**config.mk**
```make
export PLATFORM = sky130hd
export DESIGN_NAME = input_scan_ctrl
export DESIGN_NICKNAME = d
export VERILOG_FILES = /design/src/rtl/input_scan_ctrl.sv
export SDC_FILE = /design/constraint.sdc
export NUM_CORES = 1
export LEC_CHECK = 0
export ABC_AREA = 1
export BUFFER_PORTS_ARGS = -buffer_cell sky130_fd_sc_hd__buf_2
export CORE_MARGIN = 5
export CORE_UTILIZATION = 60
export DETAILED_ROUTE_END_ITERATION = 6
export PLACE_DENSITY = 0.75
export RECOVER_POWER = 100
export SLEW_MARGIN = 20
export SYNTH_ARGS = -nofsm -noshare
export SYNTH_HDL_FRONTEND = slang
export SYNTH_SLANG_ARGS = --single-unit
```
**constraint.sdc**
```tcl
create_clock -name i_clk -period 4.2 [get_ports i_clk]
set_clock_uncertainty 0.1 [all_clocks]
set_input_delay 0 -clock i_clk [delete_from_list [all_inputs] [get_ports i_clk]]
set_output_delay 0 -clock i_clk [all_outputs]
set_load 0.02 [all_outputs]
```
**src/rtl/input_scan_ctrl.sv**
```systemverilog
// input_scan_ctrl: time-shared agreement filter over CHANNELS raw inputs.
// A prescaler fires a scan every DIV cycles; each scan shifts one synchronized
// sample per channel into its history and flips the filtered level once STAGES
// samples agree. Level changes are queued as pending bits and drained through
// a single valid/ready event register with round-robin arbitration.
// Optional feature macro: EVT_OVERRUN_EN adds the sticky o_ovr output.
module input_scan_ctrl #(
    parameter int unsigned CHANNELS = 4,
    parameter int unsigned DIV      = 1000,
    parameter int unsigned STAGES   = 3
) (
    input  logic                        i_clk,
    input  logic                        i_rst,
    input  logic [CHANNELS-1:0]         i_in,
    output logic [CHANNELS-1:0]         o_filt,
    output logic                        o_evt_valid,
    input  logic                        i_evt_ready,
    output logic [$clog2(CHANNELS)-1:0] o_evt_chan,
    output logic                        o_evt_level
`ifdef EVT_OVERRUN_EN
    ,
    output logic                        o_ovr
`endif
);

    localparam int unsigned CW   = $clog2(CHANNELS);
    localparam int unsigned CNTW = $clog2(DIV);

    typedef enum logic [0:0] {StIdle, StScan} state_e;

    logic [CHANNELS-1:0] r_sync1;
    logic [CHANNELS-1:0] r_sync2;
    logic [CNTW-1:0]     r_cnt;
    logic                w_tick;
    state_e              r_state;
    state_e              w_state_next;
    logic [CW-1:0]       r_k;
    logic [CW-1:0]       w_k_next;
    logic                w_scan;

    logic [STAGES-1:0]   r_hist [CHANNELS];
    logic [STAGES-1:0]   w_hist_new;
    logic                w_agree;
    logic                w_toggle;
    logic [CHANNELS-1:0] r_filt;
    logic [CHANNELS-1:0] r_pend;
    logic [CHANNELS-1:0] w_pend_set;
    logic [CHANNELS-1:0] w_pend_clr;
    logic [CHANNELS-1:0] w_cand;

    logic [CW-1:0]       r_rr;
    logic [CW:0]         w_try;
    logic                w_sel_found;
    logic [CW-1:0]       w_sel;
    logic                w_load;
    logic                r_evt_valid;
    logic [CW-1:0]       r_evt_chan;
    logic                r_evt_level;

    // Two-flop synchronizer; intentionally without reset.
    always_ff @(posedge i_clk) begin
        r_sync1 <= i_in;
        r_sync2 <= r_sync1;
    end

    assign w_tick = (r_cnt == CNTW'(DIV - 1));

    // Prescaler counting 0..DIV-1.
    always_ff @(posedge i_clk) begin
        if (i_rst || w_tick) begin
            r_cnt <= '0;
        end else begin
            r_cnt <= r_cnt + CNTW'(1);
        end
    end

    // Scan FSM state and channel index registers.
    always_ff @(posedge i_clk) begin
        if (i_rst) begin
            r_state <= StIdle;
            r_k     <= '0;
        end else begin
            r_state <= w_state_next;
            r_k     <= w_k_next;
        end
    end

    // Scan FSM next state: walk channels 0..CHANNELS-1 once per tick.
    always_comb begin
        w_state_next = r_state;
        w_k_next     = r_k;
        w_scan       = 1'b0;
        case (r_state)
            StIdle: begin
                if (w_tick) begin
                    w_state_next = StScan;
                    w_k_next     = '0;
                end
            end
            StScan: begin
                w_scan = 1'b1;
                if (r_k == CW'(CHANNELS - 1)) begin
                    w_state_next = StIdle;
                    w_k_next     = '0;
                end else begin
                    w_k_next = r_k + CW'(1);
                end
            end
            default: begin
                w_state_next = StIdle;
                w_k_next     = '0;
            end
        endcase
    end

    // Agreement check on the channel currently being scanned.
    always_comb begin
        w_hist_new = {r_hist[r_k][STAGES-2:0], r_sync2[r_k]};
        w_agree    = (w_hist_new == '0) || (w_hist_new == '1);
        w_toggle   = w_scan && w_agree && (w_hist_new[0] != r_filt[r_k]);
        w_pend_set = '0;
        if (w_toggle) begin
            w_pend_set[r_k] = 1'b1;
        end
    end

    // Round-robin pick of the first pending channel at or after r_rr.
    // A channel being set this cycle is excluded so the fresh set survives.
    always_comb begin
        w_cand      = r_pend & ~w_pend_set;
        w_sel_found = 1'b0;
        w_sel       = '0;
        w_try       = '0;
        for (int i = 0; i < CHANNELS; i++) begin
            w_try = {1'b0, r_rr} + (CW + 1)'(i);
            if (w_try >= (CW + 1)'(CHANNELS)) begin
                w_try = w_try - (CW + 1)'(CHANNELS);
            end
            if (!w_sel_found && w_cand[w_try[CW-1:0]]) begin
                w_sel_found = 1'b1;
                w_sel       = w_try[CW-1:0];
            end
        end
    end

    assign w_load = !r_evt_valid || i_evt_ready;

    // One-hot clear of the channel taken by the event register.
    always_comb begin
        w_pend_clr = '0;
        if (w_load && w_sel_found) begin
            w_pend_clr[w_sel] = 1'b1;
        end
    end

    // History, filtered level and pending flags.
    always_ff @(posedge i_clk) begin
        if (i_rst) begin
            for (int i = 0; i < CHANNELS; i++) begin
                r_hist[i] <= '0;
            end
            r_filt <= '0;
            r_pend <= '0;
        end else begin
            if (w_scan) begin
                r_hist[r_k] <= w_hist_new;
            end
            r_filt <= r_filt ^ w_pend_set;
            r_pend <= (r_pend & ~w_pend_clr) | w_pend_set;
        end
    end

    // Event output register; holds while presented and not accepted.
    always_ff @(posedge i_clk) begin
        if (i_rst) begin
            r_evt_valid <= 1'b0;
            r_evt_chan  <= '0;
            r_evt_level <= 1'b0;
            r_rr        <= '0;
        end else if (w_load) begin
            r_evt_valid <= w_sel_found;
            if (w_sel_found) begin
                r_evt_chan  <= w_sel;
                r_evt_level <= r_filt[w_sel];
                r_rr        <= (w_sel == CW'(CHANNELS - 1)) ? '0 : w_sel + CW'(1);
            end
        end
    end

`ifdef EVT_OVERRUN_EN
    logic r_ovr;

    // Sticky flag: a level change was folded into an entry not yet delivered.
    always_ff @(posedge i_clk) begin
        if (i_rst) begin
            r_ovr <= 1'b0;
        end else if (w_toggle && (r_pend[r_k] ||
                     (r_evt_valid && !i_evt_ready && r_evt_chan == r_k))) begin
            r_ovr <= 1'b1;
        end
    end

    assign o_ovr = r_ovr;
`endif

    assign o_filt      = r_filt;
    assign o_evt_valid = r_evt_valid;
    assign o_evt_chan  = r_evt_chan;
    assign o_evt_level = r_evt_level;

endmodule
```
# Yosys cells after proc, flatten, opt, wreduce, memory -nomap -nowiden
# Memories as Yosys holds them, arrays and structs flattened. A register that Yosys moved wholly into a read port is not among the register bits.
# Cells that the tools add are included.
# W data, S select, Z words.
# word_totals
ff_bits	35
latchBits	0
mem_bits_rw	12
rom_bits	0
inputBits	7
output_inout_bits	8
elab_cells	115
memories	1
# classes
n_addsub	10
n_mul	0
n_div	0
order_cmp	12
n_eq_ne	6
shift	0
n_mux	50
n_bitwise	7
reduce_logical	18
# mem_list
name	words	word_bits	read_ports	rd_ports_with_merged_regs	wr	line	source
r_hist	4	3	1	1	4	41	logic [STAGES-1:0] r_hist [CHANNELS];
# ops
operator	n
$mux W2	14
$mux W1	22
$lt A2 B3 Y1 const B	6
$bmux W1 S2	7
$add A10 B1 Y10 const B	1
$eq A10 B10 Y1 const B	1
$ge A3 B3 Y1 const B	3
$and A4 B4 Y4	2
$logic_and A1 B1 Y1	8
$mux W4	2
$not A4 Y4	2
$sub A2 B1 Y2 const B	4
$add A2 B2 Y3 const B	2
$add A2 B1 Y2 const B	2
$demux W1 S2	2
$eq A2 B2 Y1 const B	2
$ge A2 B1 Y1 const B	2
$logic_not A1 Y1	4
$or A4 B4 Y4	1
$pmux W2 S2	1
$xor A4 B4 Y4	1
$add A2 B1 Y3 const B	1
$eq A3 B3 Y1 const B	1
$ge A2 B3 Y1 const B	1
other kinds (9)	11

# Depth between registers and ports, before layout
# logic_depth
word_depth	29
ltp_mapped	21
depth_no_buf	20

# Worst setup path before layout
# No wires, ideal clock.
# synth_timing
path_kind	flip-flop to flip-flop
startpoint	register r_k[0]
endpoint	register r_rr[1]
setup_time_ps	122
arrival_time_ps	2251
required_time_ps	3978
path_slack_ps	1727
stages_incl_launch_ff	20
n_path_buf	1
synth_period_minus_slack_ps	2473
cell_sequence	dfxtp_1 buf_4 inv_4 nand2_1 nand3_2 nand2_4 nor2_1 nor2_4 nand3_2 nand3_2 nand2_1 nand2_1 nand2_1 o21ai_1 nand2_1 nor2_2 inv_1 ha_1 o21ai_0 a21oi_1
# synth_between
elab_chain_len	23
elab_cells_between_ends	44
cone_classes	add/sub: 1; order compare: 2; eq/ne: 3; mux: 24; bitwise: 2; reduce/logical: 12
# synth_lines
element	line	source
start: declaration	37	logic [CW-1:0] r_k;
start signal: assignment	84	r_k <= w_k_next;
$bmux W1 S2	118	w_hist_new = {r_hist[r_k][STAGES-2:0], r_sync2[r_k]};
$mux W1 (not written as such)	118	
$eq A3 B3 Y1 / $logic_not A3 Y1 (equally long branches)	119	w_agree = (w_hist_new == '0) || (w_hist_new == '1);
$logic_or A1 B1 Y1	119	
$logic_and A1 B1 Y1 (2 in series)	120	w_toggle = w_scan && w_agree && (w_hist_new[0] != r_filt[r_k]);
$mux W4 (*)	122	if (w_toggle) begin
$not A4 Y4 (*)	130	w_cand = r_pend & ~w_pend_set;
$and A4 B4 Y4 (*)	130	
(+6 left out)	-	
$logic_not A1 Y1	139	if (!w_sel_found && w_cand[w_try[CW-1:0]]) begin
$logic_and A1 B1 Y1	139	
$mux W1	139	
$logic_not A1 Y1	139	
$logic_and A1 B1 Y1	139	
$mux W2	139	
$add A2 B1 Y2 / $eq A2 B2 Y1 (equally long branches)	185	r_rr <= (w_sel == CW'(CHANNELS - 1)) ? '0 : w_sel + CW'(1);
$mux W2	185	
end signal: assignment	185	
end: declaration	51	logic [CW-1:0] r_rr;
# Every way passes the cells marked *; elsewhere a longest branch is shown, timed or not. The select of a mux whose other input is x is not followed.
# A chain may end at the register's enable or synchronous reset.

# Worst setup path in the final report
# Same ends and word-level chain as after synthesis.

==> results by group <==
Run status
  – Status: finished, final reports clean

Yosys
  – Leading cell type by number of instances after synthesis: sky130_fd_sc_hd__nand2_1
  – Async set or reset register ratio after synthesis: 0%
  – Post-Synthesis Cell Area: about 2300 um^2
  – Portion of synthesized cell area occupied by the leading cell type: 31.9%
  – Net Count, Synth: between 300 and 400
  – Mapped Avg Cell Area: about 7.6 um^2
  – Leading post-synthesis cells by cell area: sky130_fd_sc_hd__dfxtp_1, sky130_fd_sc_hd__nand2_1, sky130_fd_sc_hd__edfxtp_1
  – Fraction of the yosys area taken by sequential cells: a little over two fifths
  – Synthesized instance count: 304
  – Synth Flop Type: sky130_fd_sc_hd__dfxtp_1
  – Synth area leader: sky130_fd_sc_hd__dfxtp_1
  – Top cell types by occurrence after synthesis: sky130_fd_sc_hd__nand2_1, sky130_fd_sc_hd__dfxtp_1, sky130_fd_sc_hd__nor2_1
  – Netlist cell types: 32
  – Number of flops mapped to enable cells by yosys: 8
  – Synth warnings: 0
  – Flip-flop and latch count after synthesis: 45

Worst setup path
  – Crit path top cell by count: sky130_fd_sc_hd__nand2_1
  – CP Launch Type: flip-flop
  – Capturing element type of the critical path: flip-flop
  – CP Data Arrival Time: ~3.4 ns
  – Slowest cell on crit path: sky130_fd_sc_hd__dfxtp_1
  – Delay of the slowest cell on the worst path: between 0.5 and 0.6 ns
  – Critical path data required time: 4.29 ns
  – Critical setup path kind: reg2reg
  – Critical path, cell by cell: inv_4, nand2_1, nand3_2, nand2_1, nor2_1, nor2_4, nand3_1, nand3_1, nand2_1, nand2_1, nand2_1, o21ai_0, nand2_1, nor2_1, inv_1, ha_1, o21ai_0, a21oi_1
  – Crit Path Max Fanout: 11

Clock tree
  – Cell at the root of the clock tree: sky130_fd_sc_hd__clkbuf_8
  – CTS tree: yes
  – Number of buffers between clock root and the deepest sink: 2
  – Resize count post-CTS: 0
  – Htree depth: 2
  – Sinks on Clock Net: 45
  – Number of CTS-inserted buffers: 5
  – Later-pin clock latency in the skew report: 0.30 ns
  – Clock edge transition at the registers on the reported setup and hold paths: 0.09 ns

Timing
  – Count of endpoints failing hold in the final timing report: 0
  – Setup TNS: 0 ns
  – Peak clock frequency supported by timing: 303 MHz
  – Final Worst Setup Slack: about 0.90 ns
  – Unrepaired setup endpoints after global routing: no
  – Number of max-slew violations in the final report: 0
  – Worst-margin pin slew: ~0.77 ns
  – Endpoints failing setup: 0
  – Tcrit/Tclk final: 78.5%
  – Max-slew headroom at the worst pin: slightly below 50%
  – Post-layout minimum cycle time: 3.30 ns

Global routing
  – Global Route Usage Sum: 20.6%
  – GRT Residual Overflow: 0
  – Via count of the first global-routing pass: approximately 1900
  – Antenna violations before repair: 0
  – Maximum number of pins on one net before global-route repair: 16
  – First-pass GRT wire length: 8610 um

Power
  – Total power divided by cell area: 453 nW/um^2
  – Static leakage: 1.08 nW
  – Worst ir drop on vdd: a little under 0.3 mV
  – Design Power: 1.16 mW

Min path
  – Min-delay worst type: reg2reg

Route
  – Drt drc: 0
  – Antenna-violating nets left: 0
  – Routed vias: slightly above 2000
  – Detailed Route WL: roughly 5000 um
  – First-iteration detailed-routing DRC count: 184
  – Number of vias per cell: 5.37
  – Total iterations of the first detailed-routing run: 4
  – Drt wl/cell: 13.1 um

Placed design
  – Routability congestion estimate from global placement: between 0.8 and 0.9
  – Placed cell area: roughly 2400 um^2
  – HPWL after detailed placement: between 3000 and 4000 um
  – Number of port buffers: 14
  – Setup slack after placement: 1.30 ns

Job
  – MaxCap Viol Count: 0

Finish
  – Count of inserted antenna diode cells: 0
  – Utilization of the core after routing: 69.0%
  – Synth-to-Final Area Change: 10.5%
  – Proportion of layout cells with a drive suffix above 1: between 10% and 20%
  – Layout Nets: 340
  – Number of inserted filler cells in the final layout: 327
  – Final design area excluding fillers: 2560 um^2

Floorplan
  – Number of top-level design ports: 15
  – Die boundary height: between 70 and 80 um
  – Die X: 72.2 um
  – Standard-cell rows: 22
  – Initial standard-cell utilization of the core: roughly 62%
  – Area inside the core boundary: roughly 3700 um^2
  – Full die area: 5210 um^2
## final timing paths
path / startpoint / end / slack, ns / cells after the start
setup / recovery: r_k[0] / r_rr[1] / 0.90 / 18
hold / removal: r_sync1[3] / r_sync2[3] / 0.23 / 0
setup reg to reg: r_k[0] / r_rr[1] / 0.90 / 18
hold reg to reg: r_sync1[3] / r_sync2[3] / 0.23 / 0
## logic make-up (layout without fill, tap and decap cells)
kind of cell,after synthesis,in the layout,share of synthesized area [%]
buffers and inverters,34,58,5.82
XOR/XNOR,5,5,1.89
AND/OR/NAND/NOR,187,187,40.6
AO/OA/AOI/OAI,27,27,6.25
flip-flops,45,45,42.2
adder cells (fa/ha/maj),6,6,3.23
## flip-flops by register name (all words and copies together), names as in the netlist, named ones only
name and flops:
r_sync1 4, r_state 1, o_evt_valid 1, o_evt_chan 2, r_pend 4, r_sync2 4
o_filt 4, r_k 2, o_evt_level 1, r_hist 8, r_cnt 10, r_rr 2
## area by class of cell
type / instances / area (um^2) / area share (%)
Multi-Input combinational cell: 225 / 1170 / 45.5
Timing Repair Buffer: 20 / 119 / 4.63
Clock buffer: 6 / 82.6 / 3.22
Clock inverter: 2 / 41.3 / 1.61
Sequential cell: 45 / 981 / 38.2
Inverter: 30 / 115 / 4.49
Tap cell: 48 / 60.1 / 2.34
## layout by cell type, fill, tap and decap left out, types with 8 or more instances in the layout
master                     synthesis  routed
sky130_fd_sc_hd__edfxtp_1          8       8
sky130_fd_sc_hd__nand3_1          29      34
sky130_fd_sc_hd__o21ai_0           7       8
sky130_fd_sc_hd__nor2_1           33      35
sky130_fd_sc_hd__a21oi_1          15      15
sky130_fd_sc_hd__nand2_1          79      81
sky130_fd_sc_hd__dfxtp_1          37      37
sky130_fd_sc_hd__clkbuf_1          2       9
sky130_fd_sc_hd__nand3_2          16      11
sky130_fd_sc_hd__inv_1            26      27
## routing by layer
layer	track usage, %	vias to the layer above	part of all wire, %
met1	27.7	912	46
met4	7.93	0	2.5
met3	4.29	14	5.7
li1	-	1042	-
met2	32.6	50	46
met5	0	-	0
## repair_timing
item | 4_1_cts | 5_1_grt
buffers inserted | 0 | 0
hold buffers | 6 | 0
endpoints found under the hold margin | 15 | 0
## per-stage QoR
step | hold WS, ns | std cells
floorplan | -0.0723 | 304
global placement | 0.00288 | 362
detailed placement | 0.00357 | 362
CTS | 0.230 | 376
global route | 0.229 | 376
finish | 0.231 | 376
## worst max-delay path: cells and delay by family, from the launching register on
kind / cells / cell delay [ns]
buffers and inverters: 2 / 0.21
and+or+nand+nor: 12 / 1.69
AOI/OAI and AO/OA: 3 / 0.33
DFF: 1 / 0.57
adders and majority gates: 1 / 0.30
## report_power, final
group          switching [mW]  internal (mW)  total, mW  leakage (nW)
clock network           0.151          0.198      0.349        0.0633
logic                   0.227         0.0967      0.324         0.633
registers              0.0272          0.462      0.490         0.385
total                   0.406          0.757       1.16          1.08
No activity file was read; power rests on OpenSTA's default activity.
